===== config.mk =====
export PLATFORM = sky130hd
export DESIGN_NAME = hazard_ctrl
export DESIGN_NICKNAME = d
export VERILOG_FILES = /design/src/rtl/hazard_ctrl.sv
export SDC_FILE = /design/constraint.sdc
export NUM_CORES = 1
export LEC_CHECK = 0
export ABC_AREA = 1
export BUFFER_PORTS_ARGS = -buffer_cell sky130_fd_sc_hd__buf_4
export CORE_ASPECT_RATIO = 0.5
export CORE_MARGIN = 1
export CORE_UTILIZATION = 56
export DETAILED_ROUTE_END_ITERATION = 8
export PLACE_DENSITY = 0.94
export SLEW_MARGIN = 20
export SYNTH_ARGS = -nofsm -noshare
export SYNTH_HDL_FRONTEND = slang
export SYNTH_SLANG_ARGS = --single-unit

===== constraint.sdc =====
create_clock -name clk -period 4.8 [get_ports clk]
set_clock_uncertainty 0.1 [all_clocks]
set_input_delay 0.48 -clock clk [delete_from_list [all_inputs] [get_ports clk]]
set_output_delay 0.48 -clock clk [all_outputs]
set_load 0.01 [all_outputs]

===== src/rtl/hazard_ctrl.sv =====
// hazard_ctrl: 5-stage pipeline hazard unit (load-use stall, branch flush, forwarding, MUL/DIV sequencing)
// ports: rs*/Rd*/RegWrite*/ResultSrcE/PCSrcE/MulDivE/md_done in; StallF/StallD/StallE,
//        FlushD/FlushE/FlushM, ForwardAE/BE, md_start/md_err pulses, stall_cycles counter out
module hazard_ctrl #(
  parameter int MD_TIMEOUT = 64,
  parameter int CNT_W = 32
) (
  input  logic             clk,
  input  logic             rst,
  input  logic [4:0]       rs1_regD,
  input  logic [4:0]       rs2_regD,
  input  logic [4:0]       rs1_regE,
  input  logic [4:0]       rs2_regE,
  input  logic [4:0]       RdE,
  input  logic [4:0]       RdM,
  input  logic [4:0]       RdW,
  input  logic [1:0]       ResultSrcE,
  input  logic             RegWriteM,
  input  logic             RegWriteW,
  input  logic             PCSrcE,
  input  logic             MulDivE,
  input  logic             md_done,
  output logic             StallF,
  output logic             StallD,
  output logic             StallE,
  output logic             FlushD,
  output logic             FlushE,
  output logic             FlushM,
  output logic [1:0]       ForwardAE,
  output logic [1:0]       ForwardBE,
  output logic             md_start,
  output logic             md_err,
  output logic [CNT_W-1:0] stall_cycles
);
  localparam int TW = (MD_TIMEOUT > 2) ? $clog2(MD_TIMEOUT) : 1;
  typedef enum logic {IDLE, BUSY} state_t;
  state_t           state_q, state_d;
  logic [TW-1:0]    tmo_q, tmo_d;
  logic [CNT_W-1:0] cnt_q;
  logic             md_stall, lw_stall;
  always_comb begin
    ForwardAE = (RegWriteM && RdM != 5'd0 && RdM == rs1_regE) ? 2'b10 :
                (RegWriteW && RdW != 5'd0 && RdW == rs1_regE) ? 2'b01 : 2'b00;
    ForwardBE = (RegWriteM && RdM != 5'd0 && RdM == rs2_regE) ? 2'b10 :
                (RegWriteW && RdW != 5'd0 && RdW == rs2_regE) ? 2'b01 : 2'b00;
    lw_stall = (ResultSrcE == 2'b01) && RdE != 5'd0 && (RdE == rs1_regD || RdE == rs2_regD);
  end
  always_comb begin
    state_d  = state_q;
    tmo_d    = tmo_q;
    md_start = 1'b0;
    md_err   = 1'b0;
    md_stall = 1'b0;
    if (state_q == IDLE) begin
      if (MulDivE) begin
        md_start = 1'b1;
        md_stall = 1'b1;
        state_d  = BUSY;
        tmo_d    = '0;
      end
    end else if (md_done) begin
      state_d = IDLE;
    end else if (tmo_q == TW'(MD_TIMEOUT - 1)) begin
      md_err  = 1'b1;
      state_d = IDLE;
    end else begin
      md_stall = 1'b1;
      tmo_d    = tmo_q + TW'(1);
    end
    // reset mid-operation must not emit pulses or hold the pipe in the reset cycle
    if (rst) begin
      md_start = 1'b0;
      md_err   = 1'b0;
      md_stall = 1'b0;
    end
  end
  // a busy MUL/DIV keeps its instruction in E, so flushes wait until it finishes
  always_comb begin
    StallF = lw_stall | md_stall;
    StallD = lw_stall | md_stall;
    StallE = md_stall;
    FlushM = md_stall;
    FlushD = PCSrcE & ~md_stall;
    FlushE = (lw_stall | PCSrcE) & ~md_stall;
  end
  always_ff @(posedge clk) begin
    if (rst) begin
      state_q <= IDLE;
      tmo_q   <= '0;
      cnt_q   <= '0;
    end else begin
      state_q <= state_d;
      tmo_q   <= tmo_d;
      if (StallF && !(&cnt_q)) cnt_q <= cnt_q + CNT_W'(1);
    end
  end
  assign stall_cycles = cnt_q;
endmodule


==> Word-level counts from Yosys, hierarchy flattened <==
Cells that the tools add are included.
{ "totals": {"in_bits": 44, "mem_bits_ro": 0, "out_inout_bits": 44, "latchBits": 0, "mem_count": 0, "regBits": 39, "ramBits": 0, "elab_cells": 56} }
{ "op_classes": {"n_lt_le_gt_ge": 0, "n_eq_ne": 10, "n_addsub": 2, "n_div": 0, "bitwise": 5, "n_shift": 0, "multipliers": 0, "n_reduce_logical": 17, "n_mux": 19} }
{ "ops": {"columns": ["op", "n"], "rows": [
  ["adder 32 x 1 -> 32 bit, second input constant", 1],
  ["AND reduction 32 bit", 1],
  ["equality test 5 bit", 6],
  ["two-way mux 6 bit", 4],
  ["nonzero test 5 bit", 3],
  ["two-way mux 1 bit", 13],
  ["logical AND 1 bit", 9],
  ["adder 6 x 1 -> 6 bit, second input constant", 1],
  ["equality test 6 bit, second input constant", 1],
  ["two-way mux 2 bit", 2],
  ["inequality test 2 bit, second input constant", 2],
  ["AND reduction 3 bit", 1],
  ["bitwise AND 1 bit", 2],
  ["equality test 2 x 1 -> 1 bit, second input constant", 1],
  ["OR 1 bit", 2],
  ["nonzero test 2 bit", 1],
  ["zero test 1 bit", 1],
  ["logical OR 1 bit", 1],
  ["NOT 1 bit", 1]
]} }

==> Longest topological paths before layout <==
Gate-level depths: netlist (run 1).
{ "logic_depth": {"ltp_word": 7, "mapped_depth": 13, "mapped_depth_nobuf": 12} }

==> Worst setup path after synthesis (run 1) <==
Ideal clock, no wire load.
{ "synth_timing": {"kind": "in2out", "start": "in RdM[0]", "end": "out ForwardAE[0]", "arrival_ns": 1.398, "slack_ns": 2.822, "required_time_ns": 4.220, "stages": 4, "n_path_buf": 0, "path_cell_list": "or2_2 > o41ai_1 > nor3_1 > nor2_1"} }
{ "synth_via": {"elab_chain_cells": 4, "elab_cells_between_ends": 5, "classes_between": "1 x eq/ne; 1 x mux; 3 x reduce/logical"} }
{ "synth_lines": {"columns": ["element", "line_no", "text"], "rows": [
  ["start, declared", "15", "input logic [4:0] RdM,"],
  ["nonzero test 5 bit", "42", "ForwardAE = (RegWriteM && RdM != 5'd0 && RdM == rs1_regE) ? 2'b10 :"],
  ["logical AND 1 bit", "42", null],
  ["logical AND 1 bit *", "42", null],
  ["two-way mux 2 bit *", "42", null],
  ["end, declared", "29", "output logic [1:0] ForwardAE,"]
]} }
Every way passes the cells marked *; elsewhere a longest branch is shown, timed or not.

==> Worst setup path in the final report (run 1) <==
{ "layout_timing": {"start": "reg tmo_q[0]", "end": "out StallF"} }
{ "layout_via": {"elab_chain_cells": 6} }
{ "layout_lines": {"columns": ["element", "line_no", "text"], "rows": [
  ["start, declared", "38", "logic [TW-1:0] tmo_q, tmo_d;"],
  ["start signal, assigned", "93", "tmo_q <= tmo_d;"],
  ["equality test 6 bit", "63", "end else if (tmo_q == TW'(MD_TIMEOUT - 1)) begin"],
  ["two-way mux 1 bit", "63", null],
  ["two-way mux 1 bit", "61", "end else if (md_done) begin"],
  ["two-way mux 1 bit", "54", "if (state_q == IDLE) begin"],
  ["two-way mux 1 bit", "71", "if (rst) begin"],
  ["OR 1 bit", "79", "StallF = lw_stall | md_stall;"],
  ["end, declared", "23", "output logic StallF,"]
]} }
Every way passes these cells.

==> results of run 1 <==
-- cell usage after synthesis --
library cell / n
or2_2: 2
and3_1: 1
nand2_4: 3
o21bai_1: 1
a21oi_1: 36
nor4_1: 1
nor2_4: 4
inv_1: 34
o41ai_1: 1
nand3_4: 1
nor2_2: 6
buf_6: 5
nand3b_1: 2
clkinv_1: 1
xnor2_1: 14
inv_2: 12
o21ai_0: 4
nor3_1: 11
nand4_1: 10
dfxtp_1: 39
nand3_2: 7
buf_4: 4
nand3_1: 39
nor2_1: 74
nand2_1: 100
buf_2: 4
nand2_2: 9
xor2_1: 11
ha_1: 2
-- cell families after synthesis --
logic type | count (synthesis) | share of synthesized area
buf+inv | 60 | 0.101
fa+ha+maj | 2 | 0.00897
simple gates | 270 | 0.454
xor+xnor | 25 | 0.0785
compound gates | 42 | 0.0776
flops | 39 | 0.280
-- report_power, final --
group | total (W) | internal (W) | leakage [nW] | switching [W]
clock | 0.000204 | 0.0000968 | 0.0371 | 0.000107
combinational | 0.000123 | 0.0000583 | 1.23 | 0.0000646
sequential | 0.000329 | 0.000326 | 0.315 | 0.00000270
total | 0.000655 | 0.000481 | 1.58 | 0.000174
-- routing by layer --
metal / vias to the layer above / part of all wire / track usage
met3: 14 / 0.056 / 0.0591
met4: 0 / 0.020 / 0.0952
met1: 1346 / 0.46 / 0.320
met5: - / 0 / 0
met2: 86 / 0.47 / 0.490
li1: 1565 / - / -
-- sequential cells by signal, summed over array words and instances, names as in the netlist --
register / flops
stall_cycles: 32
tmo_q: 6
state_q: 1
-- how the worst min path moves through the flow --
| stage | endpoint | slack, ps | from |
|---|---|---|---|
| final | tmo_q[1]$_SDFFE_PP0P_ | 260 | rst |
| after detailed placement | tmo_q[0]$_SDFFE_PP0P_ | 390 | tmo_q[0]$_SDFFE_PP0P_ |
| after global routing | tmo_q[1]$_SDFFE_PP0P_ | 260 | rst |
| after global placement | tmo_q[0]$_SDFFE_PP0P_ | 370 | tmo_q[0]$_SDFFE_PP0P_ |
| after CTS | tmo_q[1]$_SDFFE_PP0P_ | 260 | rst |
| after floorplan | tmo_q[0]$_SDFFE_PP0P_ | 350 | tmo_q[0]$_SDFFE_PP0P_ |
-- cell type report --
cell class                      count  area share
Clock buffer                        6      0.0207
Inverter                           47      0.0503
Multi-Input combinational cell    339       0.493
Sequential cell                    39       0.222
Tap cell                           66      0.0235
Timing Repair Buffer               89       0.190
-- per-stage QoR --
step | instance area (um^2) | cells | utilization | hold WS (ps)
after detailed placement | 3440 | 580 | 0.748 | 390
final | 3510 | 586 | 0.764 | 264
after global placement | 3440 | 580 | 0.748 | 365
after CTS | 3510 | 586 | 0.764 | 259
after global routing | 3510 | 586 | 0.764 | 258
after floorplan | 2790 | 438 | - | 347
==> run_results.csv, run 1 <==
group,metric,value,unit
die,start_util,0.607,
finish,multi_input_area,1730,um^2
clock_tree,cts.htree.levels,2,
placement,hpwl,5.06,mm
finish,mostFrequentLayoutCells,"nand2_1 (99), buf_4 (89), nor2_1 (74)",
timing,finalSetupViolCount,0,
route,vias,3011,
pwr,powerDensity,187,nW/um^2
worst_setup_path,r2r_setup_slack,2480,ps
worst_setup_path,arrival,1930,ps
timing,maxSlewViolCount,0,
synth,syn_nets,484,
timing,worstMarginPinSlew,511,ps
timing,clock.fmax,399,MHz
clock_tree,cts-resized-gates,0,
clock_tree,cts_made_buffers,5,
clock_tree,cts.sinks,39,
global_routing,grt_max_degree,41,
finish,nFillCells,395,
finish,final_common_cell,"nand2_1",
synth,syn-instance-count,438,
worst_setup_path,critPathCaptureType,"output pin",
worst_setup_path,cp-endpoint,"StallF",
synth,netlist_area,2790,um^2
worst_setup_path,worstPathCellList,"ha_1 > nand2_1 > nor2_2 > inv_2 > nand2_4 > nand2_4 > nand2_2 > nand2_2 > buf_4",
worst_setup_path,path_depth,9,
global_routing,grt_pass1_vias,2680,
finish,finalNetCount,567,
synth,syn_area_per_cell,6.37,um^2
route,wl,6.70,mm
clock_tree,clk_pin_slew_worst_paths,70,ps
worst_setup_path,crit_fanout,27,
finish,layout-drive-gt1-share,0.267,
die,die_x,102,um
timing,timing.final.crit_share,0.522,
die,ios,88,
synth,synth.distinct_cells,29,
timing,grt_setup_unrepaired,"no",
flow_run,cap_violations,0,
finish,diodes,0,
worst_setup_path,reg2reg_depth,12,
route,dr.pass1.iters,4,
pwr,total_power,0.000655,W
die,die_area,5290,um^2
synth,synth_area_leaders,"dfxtp_1 (28%), nand2_1 (13%), nor2_1 (10%), nand3_1 (7.0%), a21oi_1 (6.5%)",
finish,seq_area,781,um^2
die,rows,17,
route,ant_nets,0,
synth,ys_warn_count,0,
worst_setup_path,crit_buf_inv,2,
finish,synthToLayoutAreaGrowth,25.8,%
route,wl_per_cell,11.4,um
pwr,vdd_drop_max,0.130,mV
global_routing,grt_pass1_wl,11.2,mm
min_path,hold_depth,2,
worst_setup_path,cp.required,4220,ps
pwr,p_leak,1.58,nW
run_status,status,"completed",
worst_setup_path,critPathKind,"reg -> out",
die,coreArea,4590,um^2
worst_setup_path,cp_slowest_stage_delay,380,ps
clock_tree,cts_setup_buffers,0,
placement,gp_routability_congestion,0.834,
timing,slew_headroom,0.658,
route,viasPerCell,5.14,
timing,setup_ws,2290,ps
worst_setup_path,start_kind,"flip-flop",
global_routing,antenna_found_initial,0,
worst_setup_path,timing.rr.end,"stall_cycles[22]$_SDFFE_PP0P_",
route,drc_errors,0,
placement,port_buffers,87,
clock_tree,hold_buffers,0,
route,drt_iter0_drc,80,
timing,period_needed,2510,ps
synth,seq_area_frac_synth,0.280,
worst_setup_path,crit_start,"tmo_q[0]$_SDFFE_PP0P_",
timing,fin_setup_tns,0,ps
clock_tree,clk-insertion-delay-late,290,ps
global_routing,grtUsageTotal,0.270,
die,die_h,51.9,um
worst_setup_path,r2r-start,"tmo_q[0]$_SDFFE_PP0P_",
worst_setup_path,crit_slowest_cell,"dfxtp_1",
clock_tree,root_buffer,"clkbuf_8",
global_routing,grt_overflow,0,
clock_tree,cts_tree,"built",
min_path,min_path_type,"in -> reg",
synth,ys_seq_elements,39,
timing,hold_viol,0,
worst_setup_path,critPathTopFamily,"simple AND/OR/NAND/NOR gates",
synth,yosys.area.top_type_share,0.280,
placement,pre_cts_ws,2420,ps
synth,synth_area_leader_cell,"dfxtp_1",
clock_tree,cts_max_path_buffers,2,
No activity file was read; power rests on OpenSTA's default activity.
==> run 2, diff against run 1 <==
Settings changed: CORE_UTILIZATION 56 to 47, PLACE_DENSITY 0.94 to 0.84.
Clock period 4.8 ns to 2.2 ns, I/O delays scaled along.
==> run 2 against run 1 <==
The run now ends with design-rule violations left; worst setup slack got worse by 2100 ps; register-to-register slack got worse by 2300 ps; die area rose by 19%; via count rose by 2.6%; sequential cell count did not move; combinational power rose by 140%; sequential share of layout area fell by 1.1 points; design area rose by 5.2%; power rose to 2.8 times the previous value; final cell count rose by 1.9%; critical path depth rose by 1; worst hold slack got worse by 250 ps.
==> run_results.csv, run 2 (same netlist as run 1, synthesis figures left out) <==
group,metric,value,unit
finish,stdcell_count,597,
global_routing,grt_pass1_vias,2551,
die,die_area,6270,um^2
worst_setup_path,start_kind,"flip-flop",
placement,dpl-instance-area,3460,um^2
worst_setup_path,cp.required,1880,ps
global_routing,grtUsageTotal,0.217,
clock_tree,cts.sinks,39,
placement,pre_cts_ws,282,ps
finish,final_area,3690,um^2
timing,hold-worst-slack,17.1,ps
worst_setup_path,critPathCaptureType,"output pin",
finish,finalNetCount,569,
route,viasPerCell,5.17,
clock_tree,cts_setup_buffers,0,
placement,place_inst,587,
timing,grt_setup_unrepaired,"no",
timing,finalSetupViolCount,0,
pwr,p_sw,0.000443,W
clock_tree,clk_pin_slew_worst_paths,60,ps
finish,diodes,0,
run_status,violations,"design-rule violations",
pwr,p_leak,1.66,nW
placement,gp_routability_congestion,0.814,
finish,final_common_cell,"nand2_1",
flow_run,cap_violations,0,
timing,maxSlewViolCount,0,
placement,hpwl,4.96,mm
global_routing,grt_overflow,0,
pwr,powerDensity,505,nW/um^2
clock_tree,cts_max_path_buffers,2,
finish,mostFrequentLayoutCells,"nand2_1 (99), buf_4 (88), nor2_1 (74)",
route,vias,3088,
pwr,share_clk_of_total_power,0.457,
finish,layout-drive-gt1-share,0.279,
die,ios,88,
global_routing,grt_max_degree,67,
finish,largest_register_ffs,32,
timing,period_needed,2040,ps
die,die_h,56.5,um
clock_tree,clk-insertion-delay-late,280,ps
worst_setup_path,critPathKind,"reg -> out",
timing,hold_viol,0,
min_path,min_path_type,"in -> reg",
placement,port_buffers,87,
route,drt_iter0_drc,196,
worst_setup_path,arrival,1720,ps
die,die_x,111,um
route,drc_errors,2,
clock_tree,cts_tree,"built",
route,wl_per_cell,12.1,um
timing,fin_setup_tns,0,ps
pwr,vdd_drop_max,0.281,mV
route,dr.pass1.iters,7,
worst_setup_path,crit_slowest_cell,"dfxtp_1",
die,start_util,0.497,
timing,timing.final.crit_share,0.925,
finish,synthToLayoutAreaGrowth,32.3,%
clock_tree,cts-resized-gates,0,
route,ant_nets,0,
worst_setup_path,crit_fanout,17,
clock_tree,cts.htree.levels,2,
global_routing,antenna_found_initial,0,
timing,clock.fmax,491,MHz
global_routing,grt_pass1_wl,11.1,mm
timing,setup_ws,165,ps
worst_setup_path,cp_slowest_stage_delay,360,ps
clock_tree,root_buffer,"clkbuf_16",
die,rows,19,
die,coreArea,5610,um^2
worst_setup_path,critPathMostFrequentCell,"nand2_4",
run_status,status,"finished with violations",
pwr,intPower,0.00142,W
route,wl,7.20,mm
worst_setup_path,worstPathCellList,"ha_2 > nand2_1 > nor2_2 > inv_2 > nand2_4 > nand2_4 > nand2_2 > nand2_4 > buf_12 > buf_4",
timing,worstMarginPinSlew,387,ps
timing,slew_headroom,0.739,
pwr,power_frac_seq,0.385,
clock_tree,hold_buffers,0,
pwr,power_frac_comb,0.158,
pwr,p_sw_frac,0.238,
clock_tree,cts_made_buffers,5,
## run 2: stage by stage
step	utilization	total power (W)
3_3_place_gp	0.616	0.000998
5_1_grt	0.658	0.00193
6_report	0.658	0.00187
2_1_floorplan	-	0.000894
3_5_place_dp	0.616	0.00100
4_1_cts	0.647	0.00185
## run 2: critical path, delay by kind of cell, from the launching register on
kind / cells / cell delay, ps
adders and majority gates: 1 / 200
buffers and inverters: 3 / 370
DFF: 1 / 360
and+or+nand+nor: 6 / 490
## run 2: cell type report
| cell class | instances | area (um^2) |
|---|---|---|
| Tap cell | 73 | 91.3 |
| Fill cell | 484 | 1920 |
| Multi-Input combinational cell | 339 | 1740 |
| Inverter | 47 | 176 |
| Clock inverter | 2 | 35.0 |
| Timing Repair Buffer | 91 | 731 |
| Sequential cell | 39 | 782 |
| Clock buffer | 6 | 139 |
## run 2: path summary, 6_finish.rpt
check | startpoint | end | slack (ps) | depth (start not counted)
setup / recovery | tmo_q[1]$_SDFFE_PP0P_ | StallD | 160 | 10
hold / removal | rst | tmo_q[1]$_SDFFE_PP0P_ | 20 | 2
setup reg to reg | stall_cycles[0]$_SDFFE_PP0P_ | stall_cycles[26]$_SDFFE_PP0P_ | 180 | 10
hold reg to reg | tmo_q[0]$_SDFFE_PP0P_ | tmo_q[0]$_SDFFE_PP0P_ | 350 | 1
## run 2: per-layer routing
layer / part of all wire / vias up / global-route usage / wire length (um)
met4: 0.012 / 0 / 0.0646 / 89
met5: 0 / - / 0 / 0
met1: 0.47 / 1379 / 0.285 / 3370
met2: 0.46 / 122 / 0.367 / 3300
met3: 0.060 / 11 / 0.0378 / 432
li1: - / 1576 / - / -
## run 2: power groups by stage
stage          clock [W]  sequential [W]  combinational, W
6_report        0.000852        0.000719          0.000295
5_1_grt         0.000890        0.000719          0.000323
4_1_cts         0.000858        0.000718          0.000271
3_5_place_dp           0        0.000734          0.000270
3_3_place_gp           0        0.000733          0.000264
2_1_floorplan          0        0.000735          0.000160
